<file path="config.mk">
export PLATFORM = sky130hd
export DESIGN_NAME = watch_button_ctrl
export DESIGN_NICKNAME = d
export VERILOG_FILES = /design/src/rtl/watch_button_ctrl.sv
export SDC_FILE = /design/constraint.sdc
export NUM_CORES = 1
export LEC_CHECK = 0
export ABC_AREA = 1
export CORE_MARGIN = 3
export CORE_UTILIZATION = 56
export CTS_BUF_LIST = sky130_fd_sc_hd__clkbuf_2
export CTS_CLUSTER_DIAMETER = 150
export DETAILED_ROUTE_END_ITERATION = 8
export GPL_TIMING_DRIVEN = 0
export PLACE_DENSITY = 0.86
export REMOVE_ABC_BUFFERS = 1
export SLEW_MARGIN = 20
export SYNTH_ARGS = -nofsm -noshare
export SYNTH_HDL_FRONTEND = slang
export SYNTH_SLANG_ARGS = --single-unit
</file>
<file path="constraint.sdc">
create_clock -name clk -period 1.3 [get_ports clk]
set_input_delay 0.26 -clock clk [delete_from_list [all_inputs] [get_ports clk]]
set_output_delay 0.26 -clock clk [all_outputs]
set_load 0.01 [all_outputs]
</file>
<file path="src/rtl/watch_button_ctrl.sv">
// Front-end for the watch buttons: synchronizes and debounces three raw keys,
// then turns them into mode pulses and auto-repeating up/down pulses.
module watch_button_ctrl #(
   parameter int DEBOUNCE_CYCLES = 4,
   parameter int REPEAT_DELAY    = 8,
   parameter int REPEAT_RATE     = 4
) (
   input  logic clk,
   input  logic reset,
   input  logic btn_mode_raw,
   input  logic btn_up_raw,
   input  logic btn_down_raw,
   output logic mode_button,
   output logic up,
   output logic down
);

   localparam int DW   = $clog2(DEBOUNCE_CYCLES + 1);
   localparam int RMAX = (REPEAT_DELAY > REPEAT_RATE) ? REPEAT_DELAY : REPEAT_RATE;
   localparam int RW   = $clog2(RMAX + 1);

   localparam logic [DW-1:0] DB_LIMIT   = DW'(DEBOUNCE_CYCLES);
   localparam logic [DW-1:0] DB_ONE     = DW'(1);
   localparam logic [RW-1:0] DELAY_LOAD = RW'(REPEAT_DELAY);
   localparam logic [RW-1:0] RATE_LOAD  = RW'(REPEAT_RATE);
   localparam logic [RW-1:0] R_ONE      = RW'(1);

   typedef enum logic [1:0] {IDLE, DELAY, REPEAT} rpt_state_t;

   // Key slots: bit 0 mode, bit 1 up, bit 2 down.
   logic [2:0]    raw, sync1, sync2, stable;
   logic [DW-1:0] db_cnt [3];
   logic          mode_prev;
   logic          mode_pulse;
   logic          conflict;

   // Repeat engines: index 0 up, index 1 down.
   rpt_state_t    state      [2];
   rpt_state_t    next_state [2];
   logic [RW-1:0] rpt_cnt    [2];
   logic [RW-1:0] next_cnt   [2];
   logic [1:0]    lock;
   logic [1:0]    rpt_pulse;

   assign raw = {btn_down_raw, btn_up_raw, btn_mode_raw};

   // NOTE: state is written with non-blocking assignments so every flop samples pre-edge values.
   always_ff @(posedge clk or negedge reset) begin
      if (!reset) begin
         sync1 <= '0;
         sync2 <= '0;
      end else begin
         sync1 <= raw;
         sync2 <= sync1;
      end
   end

   // A level is accepted once it has differed from stable for more than DEBOUNCE_CYCLES samples.
   always_ff @(posedge clk or negedge reset) begin
      if (!reset) begin
         stable    <= '0;
         mode_prev <= 1'b0;
         for (int k = 0; k < 3; k++) db_cnt[k] <= '0;
      end else begin
         mode_prev <= stable[0];
         for (int k = 0; k < 3; k++) begin
            if (sync2[k] == stable[k]) begin
               db_cnt[k] <= '0;
            end else if (db_cnt[k] == DB_LIMIT) begin
               stable[k] <= sync2[k];
               db_cnt[k] <= '0;
            end else begin
               db_cnt[k] <= db_cnt[k] + DB_ONE;
            end
         end
      end
   end

   assign mode_pulse = stable[0] & ~mode_prev;
   assign conflict   = stable[1] & stable[2];

   always_ff @(posedge clk or negedge reset) begin
      if (!reset) begin
         lock <= '0;
         for (int i = 0; i < 2; i++) begin
            state[i]   <= IDLE;
            rpt_cnt[i] <= '0;
         end
      end else begin
         for (int i = 0; i < 2; i++) begin
            state[i]   <= next_state[i];
            rpt_cnt[i] <= next_cnt[i];
            if (!stable[i+1])  lock[i] <= 1'b0;
            else if (conflict) lock[i] <= 1'b1;
         end
      end
   end

   // NOTE: every comb output gets a default first so no path can infer a latch.
   always_comb begin
      next_state = state;
      next_cnt   = rpt_cnt;
      for (int i = 0; i < 2; i++) begin
         if (!stable[i+1] || conflict) begin
            next_state[i] = IDLE;
            next_cnt[i]   = '0;
         end else begin
            case (state[i])
               IDLE: begin
                  if (!lock[i]) begin
                     next_state[i] = DELAY;
                     next_cnt[i]   = DELAY_LOAD;
                  end
               end
               DELAY, REPEAT: begin
                  if (rpt_cnt[i] == R_ONE) begin
                     next_state[i] = REPEAT;
                     next_cnt[i]   = RATE_LOAD;
                  end else begin
                     next_cnt[i] = rpt_cnt[i] - R_ONE;
                  end
               end
               default: begin
                  next_state[i] = IDLE;
                  next_cnt[i]   = '0;
               end
            endcase
         end
      end
   end

   always_comb begin
      rpt_pulse = '0;
      for (int i = 0; i < 2; i++) begin
         if (stable[i+1] && !conflict) begin
            if (state[i] == IDLE) rpt_pulse[i] = ~lock[i];
            else                  rpt_pulse[i] = (rpt_cnt[i] == R_ONE);
         end
      end
   end

   // Mode wins a coincident pulse; the dropped up/down pulse leaves FSM timing untouched.
   always_ff @(posedge clk or negedge reset) begin
      if (!reset) begin
         mode_button <= 1'b0;
         up          <= 1'b0;
         down        <= 1'b0;
      end else begin
         mode_button <= mode_pulse;
         up          <= rpt_pulse[0] & ~mode_pulse;
         down        <= rpt_pulse[1] & ~mode_pulse;
      end
   end

endmodule
</file>
==> flow_metrics.tcl <==
set metrics [dict create \
    status "complete, no violations" \
    grt_max_degree 27 \
    grt_pass1_vias 1170 \
    gp_congestion 0.770 \
    ys.flop_type "dfrtp_1" \
    max_freq_ghz 0.786 \
    wl_per_cell_um 12.6 \
    drc_errors 0 \
    ys_ff_latch 36 \
    cp-start-kind "register" \
    drive_gt1_share_pct 27.1 \
    final_cells 249 \
    cts_tree "built" \
    path_clk_slew_ns 0.19 \
    vias_per_cell 5.08 \
    critical_path.top_delay_family "flip-flops" \
    cp_cell_sequence "inv_2 > ha_4 > inv_2 > nor2_2 > nand2_1 > nand2_2 > nand2_2 > o21ai_2" \
    yosysMostFrequentCell "nand2_1" \
    clock_path_buffers 2 \
    synth_common_cells "nand2_1 (39), dfrtp_1 (36), inv_1 (35)" \
    die-area_um2 3810 \
    crit_path_max_incr_delay_ns 0.44 \
    pin_count 8 \
    n_antenna_cell 0 \
    ys_types 21 \
    power.density_nw_per_um2 2220 \
    fin_crit_ns 1.27 \
    postSynthAreaPerCell_um2 9.20 \
    pwr-share-clk_pct 15.4 \
    fin_total_pwr_mw 4.65 \
    async_flop_share_pct 100 \
    synth_top_area_share_pct 51.8 \
    drv_cap 0 \
    synth_edf_count 0 \
    timing.rr.end "state[2]$_DFFE_PN0P_" \
    fin_crit_sh_pct 97.9 \
    switching_share_pct 40.7 \
    rsz0062_at_grt "yes" \
    max_slew_margin_pct 83.2 \
    cp_num_cells 8 \
    worst_r2r_path_depth 8 \
    start_util_pct 60.9 \
    irDropWorstVdd_mv 1.34 \
    crit_arrival_ns 1.63 \
    grtUsageTotal_pct 17.8 \
    fin_nets 236 \
    drtAntennaViolNets 0 \
    dp_cells 228 \
    drv_slew 0 \
    core_um2 2850 \
    internal_power_mw 2.76 \
    crit_path_max_fanout 3 \
    reg2reg_from "state[2]$_DFFE_PN0P_" \
    synthesis.instances 189 \
    yosys_warnings 0 \
    die_h_um 61.7 \
    drt_wl_total_um 3130 \
    htree_levels 2 \
    portBuffers 7 \
    reg2reg_slack_ns 0.03 \
    switching_power_mw 1.89 \
    synth_area_leader_cell "dfrtp_1" \
    hpwlAfterDp_um 2010 \
    critPathKind "register to register" \
    cp.required_ns 1.66 \
    grt_pass1_wl_um 4800 \
    critical_path.slowest_cell "dfrtp_1" \
    clock-sinks 36 \
    finalHoldViolCount 0 \
    min_path_type "primary input to async pin" \
    leakage_nw 1.08 \
    p_comb_share_pct 46.3 \
    netlist_area_um2 1740 \
    worstMarginPinSlew_ns 0.252 \
    fin_skew_ns 0.0172 \
    die_width_um 61.7 \
    row_count 19 \
    cp_num_buf_inv 2 \
    synth_top_cells_by_area "dfrtp_1 (52%), ha_1 (10%), nand2_1 (8.4%)" \
    drt_iter0_drc 77 \
    setup_viol 0 \
    cts_inserted_buffers 5 \
    clk_latency_ns 0.41 \
    critPathCaptureType "register" \
    area_growth_syn_to_layout_pct 20.7 \
    vias 1265 \
    antenna_found_initial 0 \
    ys_seq_area_share_pct 51.8 \
    cts_root_buffer "clkbuf_2" \
    drt_pass1_iterations 4 \
    overflow 0 \
    seqPwrFrac_pct 38.3 \
]
metal layers:
metal  part of all wire, %  GRT usage [%]  vias up
met3                   3.8           6.20        8
met1                    41           21.3      608
li1                      -              -      629
met2                    53           28.4       20
met5                     0              0        -
met4                   2.3           9.39        0
power groups by stage:
stage / Sequential, mW / Combinational, mW / Clock [mW]
after floorplan: 1.73 / 1.28 / 0
after global placement: 1.75 / 1.58 / 0
after detailed placement: 1.77 / 1.68 / 0
after CTS: 1.74 / 1.83 / 0.719
after global routing: 1.83 / 2.42 / 0.763
final: 1.78 / 2.15 / 0.717
how the worst max path moves through the flow:
stage                                 startpoint              endpoint  slack [ns]
after floorplan             state[0]$_DFFE_PN0P_  state[0]$_DFFE_PN0P_        0.03
after global placement                     reset   db_cnt[6]$_DFF_PN0_       -0.77
after detailed placement    state[1]$_DFFE_PN0P_  state[0]$_DFFE_PN0P_       -0.16
after CTS                   state[1]$_DFFE_PN0P_  state[0]$_DFFE_PN0P_       0.005
after global routing      rpt_cnt[5]$_DFFE_PN0P_  state[2]$_DFFE_PN0P_       -0.05
final                       state[2]$_DFFE_PN0P_  state[2]$_DFFE_PN0P_        0.03
final cells by class:
cell class,instances,area [um2]
clock buffer,6,30.0
timing repair buffer,21,178
clock inverter,2,35.0
fill,196,756
tap,31,38.8
sequential,36,902
multi-input combinational,115,768
inverter,38,145
state kept, by name (all words and copies together), names as in the netlist:
| signal | flops |
|---|---|
| db_cnt | 9 |
| sync2 | 3 |
| mode_prev | 1 |
| rpt_cnt | 8 |
| stable | 3 |
| mode_button | 1 |
| down | 1 |
| sync1 | 3 |
| lock | 2 |
| state | 4 |
| up | 1 |
cell usage in the layout, fill, tap and decap left out, types with 2 or more instances in the layout:
master	netlist	layout
a21oi_1	7	7
and2_1	3	3
buf_4	0	10
buf_6	0	2
clkbuf_2	0	9
clkdlybuf4s50_1	0	3
dfrtp_1	36	35
ha_1	14	11
ha_4	0	2
inv_1	35	27
inv_2	3	10
nand2_1	39	34
nand2_2	2	5
nand2_4	0	2
nand3_1	6	6
nand4_1	3	3
nor2_1	18	16
nor2_2	4	3
nor2_4	2	5
o21ai_0	2	2
o22ai_1	2	2
xnor2_1	5	5
xor2_1	3	3
logic make-up after synthesis:
group / Yosys count / synth area share, %
adder cells (fa/ha/maj): 14 / 10.1
buffers and inverters: 38 / 8.21
XOR/XNOR: 8 / 4.03
AND/OR/NAND/NOR: 80 / 22.0
flip-flops: 36 / 51.8
AO/OA/AOI/OAI: 13 / 3.89
metrics by stage:
step	area [um2]	setup slack [ns]	hold WS (ns)	TNS, ns	utilization [%]
5_1_grt	2100	-0.0457	0.225	-0.156	73.5
3_3_place_gp	1850	-0.767	0.331	-27.92	64.7
2_1_floorplan	1740	0.0330	-0.0356	0	-
6_report	2100	0.0275	0.208	0	73.5
3_5_place_dp	1860	-0.156	0.141	-0.670	65.3
4_1_cts	2000	0.00550	0.222	0	70.0
what timing repair did:
| item | CTS | global route |
|---|---|---|
| hold endpoints to repair | 36 | 0 |
| hold buffers | 1 | 0 |
| setup buffers | 5 | 7 |
| endpoints found under the setup margin | 14 | 14 |
| pin swaps | 2 | 10 |
| resized for setup | 13 | 26 |
No activity file was read; power rests on OpenSTA's default activity.
